File: config.mk
export PLATFORM = sky130hd
export DESIGN_NAME = wspr_symbol_sequencer_flat
export DESIGN_NICKNAME = d
export VERILOG_FILES = /design/src/rtl/wspr_symbol_sequencer_if.sv /design/src/rtl/wspr_symbol_sequencer.sv /design/src/flat_wrapper.sv
export SDC_FILE = /design/constraint.sdc
export NUM_CORES = 1
export LEC_CHECK = 0
export ABC_AREA = 1
export BUFFER_PORTS_ARGS = -buffer_cell sky130_fd_sc_hd__buf_4
export CAP_MARGIN = 5
export CORE_ASPECT_RATIO = 0.9
export CORE_MARGIN = 1.5
export CORE_UTILIZATION = 37
export DETAILED_ROUTE_END_ITERATION = 8
export PLACE_DENSITY = 0.5
export SKIP_CTS_REPAIR_TIMING = 1
export SYNTH_ARGS = -nofsm -noshare
export SYNTH_HDL_FRONTEND = slang
export SYNTH_SLANG_ARGS = --single-unit
File: constraint.sdc
create_clock -name clk -period 2.91 [get_ports clk]
set_input_delay 0.291 -clock clk [delete_from_list [all_inputs] [get_ports clk]]
set_output_delay 0.291 -clock clk [all_outputs]
set_load 0.02 [all_outputs]
File: src/rtl/wspr_symbol_sequencer_if.sv
// Bundle for the sequencer: symbol write port, playback controls and the
// symbol/tone stream handed to the NCO stage.
interface wspr_symbol_sequencer_if #(
   parameter int SYMBOL_BITS = 2,
   parameter int DEPTH       = 162,
   parameter int FTW_WIDTH   = 32
);
   localparam int IW = $clog2(DEPTH);

   logic                   wr_valid;
   logic [SYMBOL_BITS-1:0] wr_data;
   logic                   wr_ready;
   logic                   flush;
   logic                   start;
   logic                   abort;
   logic                   repeat_en;
   logic                   loaded;
   logic                   busy;
   logic                   symbol_valid;
   logic                   symbol_strobe;
   logic [IW-1:0]          index;
   logic [SYMBOL_BITS-1:0] symbol;
   logic [FTW_WIDTH-1:0]   tone_offset;
   logic                   done;

   modport master (
      output wr_valid, wr_data, flush, start, abort, repeat_en,
      input  wr_ready, loaded, busy, symbol_valid, symbol_strobe,
             index, symbol, tone_offset, done
   );

   modport slave (
      input  wr_valid, wr_data, flush, start, abort, repeat_en,
      output wr_ready, loaded, busy, symbol_valid, symbol_strobe,
             index, symbol, tone_offset, done
   );
endinterface

File: src/rtl/wspr_symbol_sequencer.sv
// M-FSK symbol sequencer: buffers DEPTH symbols, then plays each for
// SYMBOL_PERIOD cycles with optional repeat and abort.
module wspr_symbol_sequencer #(
   parameter int SYMBOL_BITS   = 2,
   parameter int DEPTH         = 162,
   parameter int SYMBOL_PERIOD = 34133333,
   parameter int FTW_WIDTH     = 32,
   parameter int TONE_STEP     = 117
) (
   input logic                    clk,
   input logic                    reset,
   wspr_symbol_sequencer_if.slave bus
);
   localparam int IW = $clog2(DEPTH);
   localparam int CW = $clog2(DEPTH + 1);
   localparam int PW = $clog2(SYMBOL_PERIOD);
   localparam logic [FTW_WIDTH-1:0] STEP = FTW_WIDTH'(TONE_STEP);

   typedef enum logic [1:0] {LOAD, READY, PLAY} state_t;

   state_t                 state, state_n;
   logic [CW-1:0]          count, count_n;
   logic [IW-1:0]          idx, idx_n;
   logic [PW-1:0]          pcnt, pcnt_n;
   logic                   strobe, strobe_n;
   logic                   done_q, done_n;
   logic [SYMBOL_BITS-1:0] sym_q, sym_n;
   logic [FTW_WIDTH-1:0]   tone_q, tone_n;
   logic                   wr_en;

   logic [SYMBOL_BITS-1:0] mem [DEPTH];

   always_comb begin
      state_n  = state;
      count_n  = count;
      idx_n    = '0;
      pcnt_n   = '0;
      strobe_n = 1'b0;
      done_n   = 1'b0;
      wr_en    = 1'b0;
      case (state)
         LOAD: begin
            if (bus.flush) begin
               count_n = '0;
            end else if (bus.wr_valid) begin
               wr_en   = 1'b1;
               count_n = count + 1'b1;
               if (count == CW'(DEPTH - 1)) state_n = READY;
            end
         end
         READY: begin
            if (bus.flush) begin
               count_n = '0;
               state_n = LOAD;
            end else if (bus.start && !bus.abort) begin
               state_n  = PLAY;
               strobe_n = 1'b1;
            end
         end
         PLAY: begin
            idx_n = idx;
            if (bus.abort) begin
               state_n = READY;
               idx_n   = '0;
            end else if (pcnt == PW'(SYMBOL_PERIOD - 1)) begin
               // Symbol boundary: advance, wrap for repeat, or finish.
               if (idx != IW'(DEPTH - 1)) begin
                  idx_n    = idx + 1'b1;
                  strobe_n = 1'b1;
               end else if (bus.repeat_en) begin
                  idx_n    = '0;
                  strobe_n = 1'b1;
               end else begin
                  idx_n   = '0;
                  state_n = READY;
                  done_n  = 1'b1;
               end
            end else begin
               pcnt_n = pcnt + 1'b1;
            end
         end
         default: state_n = LOAD;
      endcase
      // Output registers hold zero whenever playback is not running.
      sym_n  = (state_n == PLAY) ? mem[idx_n] : '0;
      tone_n = FTW_WIDTH'(sym_n) * STEP;
   end

   always_ff @(posedge clk or posedge reset) begin
      if (reset) begin
         state  <= LOAD;
         count  <= '0;
         idx    <= '0;
         pcnt   <= '0;
         strobe <= 1'b0;
         done_q <= 1'b0;
         sym_q  <= '0;
         tone_q <= '0;
      end else begin
         state  <= state_n;
         count  <= count_n;
         idx    <= idx_n;
         pcnt   <= pcnt_n;
         strobe <= strobe_n;
         done_q <= done_n;
         sym_q  <= sym_n;
         tone_q <= tone_n;
      end
   end

   always_ff @(posedge clk) begin
      if (wr_en) mem[IW'(count)] <= bus.wr_data;
   end

   assign bus.wr_ready      = (state == LOAD);
   assign bus.loaded        = (state != LOAD);
   assign bus.busy          = (state == PLAY);
   assign bus.symbol_valid  = (state == PLAY);
   assign bus.symbol_strobe = strobe;
   assign bus.index         = idx;
   assign bus.symbol        = sym_q;
   assign bus.tone_offset   = tone_q;
   assign bus.done          = done_q;
endmodule

File: src/flat_wrapper.sv
// flat-port wrapper written by rule: the top's interface ports become plain ports
module wspr_symbol_sequencer_flat 
#(
   parameter int SYMBOL_BITS   = 2,
   parameter int DEPTH         = 162,
   parameter int SYMBOL_PERIOD = 34133333,
   parameter int FTW_WIDTH     = 32,
   parameter int TONE_STEP     = 117
)
  (clk, reset, bus_wr_valid, bus_wr_data, bus_flush, bus_start, bus_abort, bus_repeat_en, bus_wr_ready, bus_loaded, bus_busy, bus_symbol_valid, bus_symbol_strobe, bus_index, bus_symbol, bus_tone_offset, bus_done);
  wspr_symbol_sequencer_if #(.SYMBOL_BITS(SYMBOL_BITS), .DEPTH(DEPTH), .FTW_WIDTH(FTW_WIDTH)) bus_i ();
  input logic clk;
  input logic reset;
  input wire logic [$bits(bus_i.wr_valid)-1:0] bus_wr_valid;
  input wire logic [$bits(bus_i.wr_data)-1:0] bus_wr_data;
  input wire logic [$bits(bus_i.flush)-1:0] bus_flush;
  input wire logic [$bits(bus_i.start)-1:0] bus_start;
  input wire logic [$bits(bus_i.abort)-1:0] bus_abort;
  input wire logic [$bits(bus_i.repeat_en)-1:0] bus_repeat_en;
  output wire logic [$bits(bus_i.wr_ready)-1:0] bus_wr_ready;
  output wire logic [$bits(bus_i.loaded)-1:0] bus_loaded;
  output wire logic [$bits(bus_i.busy)-1:0] bus_busy;
  output wire logic [$bits(bus_i.symbol_valid)-1:0] bus_symbol_valid;
  output wire logic [$bits(bus_i.symbol_strobe)-1:0] bus_symbol_strobe;
  output wire logic [$bits(bus_i.index)-1:0] bus_index;
  output wire logic [$bits(bus_i.symbol)-1:0] bus_symbol;
  output wire logic [$bits(bus_i.tone_offset)-1:0] bus_tone_offset;
  output wire logic [$bits(bus_i.done)-1:0] bus_done;
  assign bus_i.wr_valid = bus_wr_valid;
  assign bus_i.wr_data = bus_wr_data;
  assign bus_i.flush = bus_flush;
  assign bus_i.start = bus_start;
  assign bus_i.abort = bus_abort;
  assign bus_i.repeat_en = bus_repeat_en;
  assign bus_wr_ready = bus_i.wr_ready;
  assign bus_loaded = bus_i.loaded;
  assign bus_busy = bus_i.busy;
  assign bus_symbol_valid = bus_i.symbol_valid;
  assign bus_symbol_strobe = bus_i.symbol_strobe;
  assign bus_index = bus_i.index;
  assign bus_symbol = bus_i.symbol;
  assign bus_tone_offset = bus_i.tone_offset;
  assign bus_done = bus_i.done;
  wspr_symbol_sequencer #(.SYMBOL_BITS(SYMBOL_BITS), .DEPTH(DEPTH), .SYMBOL_PERIOD(SYMBOL_PERIOD), .FTW_WIDTH(FTW_WIDTH), .TONE_STEP(TONE_STEP)) u_core (.clk(clk), .reset(reset), .bus(bus_i));
endmodule
Yosys cells after proc, flatten, opt, wreduce, memory -nomap -nowiden
Memory sizes are Yosys's and may differ from the RTL's.
Index checks and enable logic that the tools add are counted.
W data, S select, Z words.
{ "totals": {"romBits": 0, "input_bits": 9, "output_inout_bits": 48, "latch_bits": 0, "mem_bits_rw": 324, "memories": 1, "regBits": 57} }
{ "classes": {"div_mod_pow": 0, "multipliers": 1, "n_eq_ne": 8, "bitwise_logic": 0, "magnitude_cmp": 0, "n_addsub": 3, "reduce_logical": 6, "muxes": 39, "shifts": 0} }
{ "memory_table": {"columns": ["memory", "depth", "width", "rd", "rd_clocked_by_memory_dff", "write_ports", "line_no", "text"], "rows": [
  ["u_core.mem", 162, 2, 1, 0, 1, "wspr_symbol_sequencer.sv:31", "logic [SYMBOL_BITS-1:0] mem [DEPTH];"]
]} }
{ "op_table": {"columns": ["cell", "n"], "rows": [
  ["$mux W26", 3],
  ["$mux W8", 7],
  ["$add A26 B1 Y26 const B", 1],
  ["$eq A26 B26 Y1 const B", 1],
  ["$mux W2", 10],
  ["$add A8 B1 Y8 const B", 2],
  ["$mux W1", 16],
  ["$pmux W8 S2", 1],
  ["$mul A2 B7 Y9 const B", 1],
  ["$eq A8 B8 Y1 const B", 1],
  ["$ne A8 B8 Y1 const B", 1],
  ["$pmux W2 S3", 1],
  ["$eq A2 B2 Y1 const B", 2],
  ["$reduce_bool A2 Y1", 2],
  ["$ne A3 B3 Y1 const B", 1],
  ["$reduce_and A3 Y1", 1],
  ["$eq A2 B1 Y1 const B", 1],
  ["$logic_not A2 Y1", 1],
  ["$ne A2 B2 Y1 const B", 1],
  ["$pmux W1 S2", 1],
  ["$logic_and A1 B1 Y1", 1],
  ["$logic_not A1 Y1", 1]
]} }

Depth between registers and ports, before layout
Gate-level depths: netlist (run 1).
{ "depth": {"ltp_word": 8, "depth_mapped": 25, "ltp_nobuf": 24} }

Worst setup path after synthesis (run 1)
OpenSTA, ideal clock, no wires.
{ "synth_path": {"kind": "reg2reg", "start": "register u_core.state[0]", "end": "register u_core.tone_q[5], in the netlist u_core.bus.tone_offset[5]", "setup_time_ps": 126, "t_required_ps": 2784, "path_buffers": 1, "period_less_slack_ps": 2896, "setup_slack_ps": 14, "arrival_time_ps": 2770, "stages_incl_launch_ff": 20, "path_cell_list": "dfrtp_1 inv_1 ha_1 inv_1 nor2_2 nand2_1 nor2_1 nand2_1 nand2_1 clkbuf_1 o21ai_0 o211ai_1 nand3_1 nand3_1 nand3_1 nand2_1 nand2_1 inv_1 nand2_1 ha_1"} }
{ "synth_via": {"elab_cells_between_ends": 18, "cone_classes": "mul: 1; eq/ne: 3; mux: 12; reduce/logical: 1; memory: 1"} }
{ "synth_rtl": {"columns": ["element", "line_no", "text"], "rows": [
  ["start: declaration", "wspr_symbol_sequencer.sv:21", "state_t state, state_n;"],
  ["start signal: assignment", "wspr_symbol_sequencer.sv:100", "state <= state_n;"],
  ["$eq A2 B2 Y1 (*)", null, null],
  ["via bus_busy", "flat_wrapper.sv:22", "output wire logic [$bits(bus_i.busy)-1:0] bus_busy;"],
  ["$mux W8 / $pmux W2 S3 (equally long branches)", "wspr_symbol_sequencer.sv:41", "case (state)"],
  ["$mem_v2 Z162 W2 / $eq A2 B2 Y1 (equally long branches)", null, null],
  ["$mux W2 (*)", "wspr_symbol_sequencer.sv:85", "sym_n = (state_n == PLAY) ? mem[idx_n] : '0;"],
  ["$mul A2 B7 Y9 (*)", "wspr_symbol_sequencer.sv:86", "tone_n = FTW_WIDTH'(sym_n) * STEP;"],
  ["via u_core.tone_n[5]", "wspr_symbol_sequencer.sv:28", "logic [FTW_WIDTH-1:0] tone_q, tone_n;"],
  ["end signal: assignment", "wspr_symbol_sequencer.sv:107", "tone_q <= tone_n;"],
  ["end: declaration", "wspr_symbol_sequencer.sv:28", null]
]} }
Mark *: on every way through the listed nets, which the timed path passes. The rest lies on a longest branch.
A chain may end at the register's enable or synchronous reset.

Final worst setup path (run 1)
{ "layout_path": {"start": "register u_core.pcnt[1]", "end": "register u_core.tone_q[7], in the netlist u_core.bus.tone_offset[7]"} }
{ "layout_via": {"elab_chain_cells": 7, "elab_cells_between_ends": 11, "cone_classes": "mul: 1; eq/ne: 2; mux: 7; memory: 1"} }
{ "layout_rtl": {"columns": ["element", "line_no", "text"], "rows": [
  ["start: declaration", "wspr_symbol_sequencer.sv:24", "logic [PW-1:0] pcnt, pcnt_n;"],
  ["start signal: assignment", "wspr_symbol_sequencer.sv:103", "pcnt <= pcnt_n;"],
  ["$eq A26 B26 Y1 (*)", "wspr_symbol_sequencer.sv:65", "end else if (pcnt == PW'(SYMBOL_PERIOD - 1)) begin"],
  ["$mux W8 / $mux W2 (equally long branches)", "wspr_symbol_sequencer.sv:65", null],
  ["$mux W8 / $mux W2 (equally long branches)", "wspr_symbol_sequencer.sv:62", "if (bus.abort) begin"],
  ["$mux W8 / $pmux W2 S3 (equally long branches)", "wspr_symbol_sequencer.sv:41", null],
  ["$mem_v2 Z162 W2 / $eq A2 B2 Y1 (equally long branches)", null, null],
  ["$mux W2 (*)", "wspr_symbol_sequencer.sv:85", null],
  ["via u_core.sym_n[1]", "wspr_symbol_sequencer.sv:27", "logic [SYMBOL_BITS-1:0] sym_q, sym_n;"],
  ["$mul A2 B7 Y9 (*)", "wspr_symbol_sequencer.sv:86", null],
  ["via u_core.tone_n[7]", "wspr_symbol_sequencer.sv:28", null]
]} }
Marked as above.

==> impl_metrics.tcl, run 1 <==
set metrics [dict create \
    syn_inst 1737 \
    rsz0062_at_grt "yes" \
    failed_checks "negative setup slack" \
    cp_num_buf_inv 4 \
    irDropWorstVdd_uv 407 \
    crit_path_frequent_cell "nand2_8" \
    fillers 4305 \
    power.leakage_nw 8.65 \
    drive_gt1_share_pct 24.9 \
    drv_slew 0 \
    cp_top_family "simple AND/OR/NAND/NOR gates" \
    worstHoldPathType "primary input to flop" \
    total_power_mw 12.2 \
    setup_viol 6 \
    netlist_area_mm2 0.0174 \
    cp_max_fo 6 \
    cts_buffer_depth 3 \
    cts_sinks 376 \
    ys_types 41 \
    worstReg2RegStart "u_core.pcnt[1]" \
    grt_pass1_vias 12800 \
    grt_usage_pct 20.7 \
    clk_pin_slew_worst_paths_ps 60 \
    postLayoutCoreUtil_pct 48.7 \
    die_h_um 209 \
    h-tree-depth 2 \
    p_per_area_mw_per_mm2 539 \
    tightest_slew_ps 835 \
    synth-edff-count 324 \
    ant_nets 0 \
    place_area_mm2 0.0196 \
    relSlewSlack_pct 44.2 \
    final_cell_mix "edfxtp_1 (324), nand2_1 (285), nand3_1 (241), nor2_1 (228), buf_4 (196)" \
    crit_slowest_cell "dfrtp_1" \
    numCtsBuffers 42 \
    grt-ovfl-total 0 \
    insertion_delay_ps 580 \
    crit_chain "inv_2, ha_4, nand2_1, nor2_1, nand2_1, nor2_4, nand2_4, nand2_8, nand2_8, nand2_8, buf_16, buf_8, buf_4, o21ai_1, o211ai_1, nand3_1, nand3_2, nand3_4, nand2_2, nand2_2, a21oi_4, ha_2" \
    final_area_mm2 0.0227 \
    ys_seq_area_share_pct 63.2 \
    ys_ff_latch 376 \
    synth_area_leaders "edfxtp_1 (56%), nand3_1 (9.9%), dfrtp_1 (7.5%), nand2_1 (6.6%), nor2_1 (5.1%)" \
    status "finished, violations left" \
    synth_top_area_cell "edfxtp_1" \
    startpoint "u_core.pcnt[1]" \
    die_x_um 232 \
    synth_top_area_share_pct 55.8 \
    ys.flop_type "edfxtp_1" \
    drtIter0Drc 1035 \
    period_minus_slack_ps 3060 \
    fin_setup_tns_ps -688 \
    wl_per_cell_um 20.5 \
    worst_hold_startpoint "bus_repeat_en" \
    fin_crit_sh_pct 105 \
    rows 75 \
    core_area_mm2 0.0465 \
    cp-start-kind "flop" \
    vias 13400 \
    diodes 0 \
    place_hpwl_um 32100 \
    yosysWarnings 0 \
    cts-root-buf "clkbuf_16" \
    worst_slack_ps -148 \
    final_common_cell "edfxtp_1" \
    drc 0 \
    whs_ps 21.8 \
    fin_skew_ps 23.0 \
    place_congestion 0.870 \
    nets 1979 \
    critical_path.max_stage_delay_ps 390 \
    critical_path_class "flop to flop" \
    syn_avg_cell_area_um2 10.0 \
    cp.required_ps 3410 \
    viasPerCell 5.17 \
    antenna_found_initial 0 \
    crit_arrival_ps 3560 \
    syn_to_final_growth_pct 29.9 \
    max_freq_ghz 0.327 \
    initial_core_util_pct 37.5 \
    wl_um 53300 \
    io_pins 57 \
    cts_tree "done" \
    grt_max_degree 94 \
    async_reset_ff_share_pct 13.8 \
    final_hold_viol_count 0 \
    endpoint_kind "flop" \
    drv_cap 0 \
    drt_pass1_iterations 5 \
    dieArea_mm2 0.0485 \
    numPortBuffers 33 \
    grt_pass1_wl_um 76000 \
]
-- final cells by class --
class / count / area [um^2] / share of cell area, %
Clock inverter: 18 / 133 / 0.585
Multi-Input combinational cell: 1116 / 6160 / 27.2
Timing Repair Buffer: 265 / 2850 / 12.6
Clock buffer: 56 / 1130 / 5.01
Inverter: 154 / 593 / 2.62
Sequential cell: 376 / 11000 / 48.7
Tap cell: 616 / 771 / 3.40
-- path summary, 6_finish.rpt --
| path | to | slack (ps) | cells after the start |
|---|---|---|---|
| max in group asynchronous | u_core.bus.symbol_strobe | 1940 | 4 |
| min reg2reg | u_core.pcnt[25] | 530 | 2 |
| max reg2reg | u_core.bus.tone_offset[7] | -150 | 22 |
| max | u_core.bus.tone_offset[7] | -150 | 22 |
| min | u_core.bus.done | 20 | 4 |
| min in group asynchronous | u_core.pcnt[7] | 480 | 4 |
-- routing by layer --
layer | part of all wire [%] | vias up | global-route usage [%]
met1 | 45 | 6653 | 29.1
li1 | - | 6335 | -
met3 | 5.8 | 65 | 3.03
met5 | 0 | - | 0
met4 | 2.1 | 0 | 6.00
met2 | 47 | 387 | 33.1
-- flip-flops by register name, indices dropped and copies added, names as in the netlist --
signal and count:
u_core.bus.done 1, u_core.bus.index 8, u_core.bus.symbol 1, u_core.bus.symbol_strobe 1, u_core.bus.tone_offset 5, u_core.count 8, u_core.mem 324, u_core.pcnt 26
u_core.state 2
-- power breakdown --
| group | internal (mW) | leakage [nW] | total, mW | switching [mW] |
|---|---|---|---|---|
| Clock | 2.84 | 0.612 | 4.99 | 2.15 |
| Sequential | 5.91 | 3.64 | 5.96 | 0.0465 |
| Combinational | 0.443 | 4.40 | 1.28 | 0.836 |
-- Yosys cell counts (2+ instances only) --
| master | instances |
|---|---|
| nand3_1 | 345 |
| edfxtp_1 | 324 |
| nand2_1 | 305 |
| nor2_1 | 235 |
| inv_1 | 145 |
| dfrtp_1 | 52 |
| nand3b_1 | 43 |
| buf_2 | 39 |
| buf_4 | 38 |
| a21oi_1 | 32 |
| clkbuf_1 | 29 |
| nor3_1 | 29 |
| o21ai_0 | 25 |
| ha_1 | 15 |
| o211ai_1 | 9 |
| o21ai_1 | 8 |
| xor2_1 | 8 |
| inv_2 | 7 |
| nand4_1 | 6 |
| buf_6 | 5 |
| nor4_1 | 5 |
| nand2_4 | 4 |
| buf_1 | 3 |
| nor4_2 | 3 |
| o21a_1 | 3 |
| or2_2 | 3 |
| clkinv_1 | 2 |
| nor2_2 | 2 |
-- tightest hold or removal path, stage by stage --
cell and delay, ps:
buf_4 80, nor2_1 40, nand2_1 80, nor3_1 50
-- cells by family after synthesis --
group	Yosys count	synth area share (%)
AOI/OAI and AO/OA	82	2.62
xor gates and xnor gates	8	0.402
adders and majority gates	15	1.08
buffers and inverters	268	7.08
DFF	376	63.2
other	1	0.0215
and+or+nand+nor	987	25.6
-- metrics by stage --
step / setup slack [ps] / std cells
after detailed placement: -258 / 2472
after global placement: -254 / 2472
after CTS: -283 / 2546
after global routing: -306 / 2601
final: -148 / 2601
after floorplan: 14.3 / 1759
No activity file was read; power rests on OpenSTA's default activity.
==> inputs of run 2 (changes only) <==
PLACE_DENSITY = 0.48   (was 0.5)
clock period = 3.45 ns   (was 2.91 ns; I/O delays follow)
==> impl_metrics.tcl, run 2 (synthesis results as in run 1) <==
set metrics [dict create \
    tightest_slew_ps 856 \
    grt_usage_pct 20.4 \
    endpoint_kind "flop" \
    die_h_um 209 \
    cp-start-kind "flop" \
    numPortBuffers 33 \
    clk_pin_slew_worst_paths_ps 60 \
    grt_pass1_wl_um 74100 \
    drive_gt1_share_pct 11.1 \
    cts_sinks 376 \
    largest_reg_flops 324 \
    status "finished, final reports clean" \
    crit_slowest_cell "dfrtp_1" \
    core_area_mm2 0.0465 \
    drv_cap 0 \
    io_pins 57 \
    postLayoutCoreUtil_pct 43.8 \
    vias 12700 \
    ant_nets 0 \
    grt-ovfl-total 0 \
    dieArea_mm2 0.0485 \
    period_minus_slack_ps 3230 \
    drt_pass1_iterations 5 \
    numCtsBuffers 42 \
    drc 0 \
    cts-root-buf "clkbuf_16" \
    fillers 4516 \
    whs_ps 68.6 \
    h-tree-depth 2 \
    nets 1818 \
    grt_max_degree 94 \
    max_freq_ghz 0.309 \
    crit_arrival_ps 3690 \
    fin_skew_ps 20.7 \
    antenna_found_initial 0 \
    worstHoldPathType "primary input to flop" \
    insertion_delay_ps 580 \
    crit_path_frequent_cell "nand3_1" \
    wl_per_cell_um 21.7 \
    relSlewSlack_pct 42.8 \
    drtIter0Drc 1181 \
    wl_um 53000 \
    viasPerCell 5.19 \
    cts_buffer_depth 3 \
    final_hold_viol_count 0 \
    power.leakage_nw 7.53 \
    place_congestion 0.839 \
    drv_slew 0 \
    initial_core_util_pct 37.5 \
    critical_path_class "flop to flop" \
    rows 75 \
    regMostFlops "u_core.mem" \
    setup_viol 0 \
    final_common_cell "nand3_1" \
    irDropWorstVdd_uv 349 \
    fin_crit_sh_pct 93.7 \
    final_cell_mix "nand3_1 (338), edfxtp_1 (324), nand2_1 (300), nor2_1 (234), inv_1 (143)" \
    cts_tree "done" \
    crit_chain "inv_1, ha_1, inv_1, nor2_4, nand2_2, nor2_1, nand2_1, nand2_4, inv_4, buf_12, nand3_1, nand3_1, nand3_1, nand3_1, nand2_1, nand2_1, a21oi_1, nand2_2, ha_1" \
    p_per_area_mw_per_mm2 508 \
    place_hpwl_um 30300 \
    diodes 0 \
    grt_pass1_vias 12100 \
    biggestRegsByFlops "u_core.mem: 324 flops, u_core.pcnt: 26 flops" \
    cp.required_ps 3900 \
    syn_to_final_growth_pct 16.7 \
    die_x_um 232 \
    critical_path.max_stage_delay_ps 410 \
    cp_max_fo 22 \
]
## run 2: changes by cell type in the layout (fill, tap and decap cells not counted), moves of 6 or more
cell	delta
buf_12	-22
buf_4	-127
buf_6	-8
nand2_1	+15
nand2_2	-11
nand3_1	+97
nand3_2	-87
nand3_4	-10
nor2_1	+6
## run 2: worst paths after layout
check                                                  to  slack [ps]  depth (start not counted)            start
worst max-delay path            u_core.bus.tone_offset[5]         220                         19  u_core.state[0]
worst min-delay path                      u_core.bus.done          70                          4    bus_repeat_en
worst max register to register  u_core.bus.tone_offset[5]         220                         19  u_core.state[0]
worst min register to register             u_core.pcnt[0]         460                          1   u_core.pcnt[0]
max in group asynchronous                 u_core.count[6]        2170                          4            reset
min in group asynchronous                  u_core.pcnt[9]         490                          3            reset
## run 2: routing by layer
layer,up-vias,wire length [um],track usage (%)
li1,6005,-,-
met1,6235,23500,28.1
met2,362,24700,32.4
met3,80,3260,3.33
met4,0,1570,7.66
met5,-,0,0
## run 2: final cells by class
class | count | area [um^2] | area share, %
clock buffer | 54 | 1150 | 5.63
clock inverter | 23 | 174 | 0.854
inverter | 154 | 583 | 2.86
multi-input combinational | 1117 | 5400 | 26.5
sequential | 376 | 11000 | 54.2
tap | 616 | 771 | 3.78
timing repair buffer | 103 | 1270 | 6.22
## run 2: power by group
part	leakage [nW]	internal, mW	total, mW	switching (mW)
sequential	3.64	4.99	5.04	0.0476
combinational	3.24	0.280	0.977	0.697
clock	0.651	2.50	4.34	1.84
total	7.53	7.76	10.4	2.59
## run 2: worst max-delay path, delay by kind of cell, from the launching register on
family / cells / cell delay [ps]
and+or+nand+nor: 12 / 1460
adders and majority gates: 2 / 520
AOI/OAI and AO/OA: 1 / 160
DFF: 1 / 410
buffers and inverters: 4 / 520
## run 2: per-stage QoR
| stage | setup WS (ps) | std cells | instance area [um^2] | power (mW) | TNS [ps] |
|---|---|---|---|---|---|
| floorplan | 554 | 1759 | 17500 | 5.62 | 0 |
| global placement | 124 | 2340 | 18400 | 5.94 | 0 |
| detailed placement | 21.5 | 2340 | 18400 | 5.95 | 0 |
| CTS | 1.48 | 2417 | 19800 | 10.3 | 0 |
| global route | -7.69 | 2443 | 20400 | 10.7 | -7.69 |
| finish | 219 | 2443 | 20400 | 10.4 | 0 |
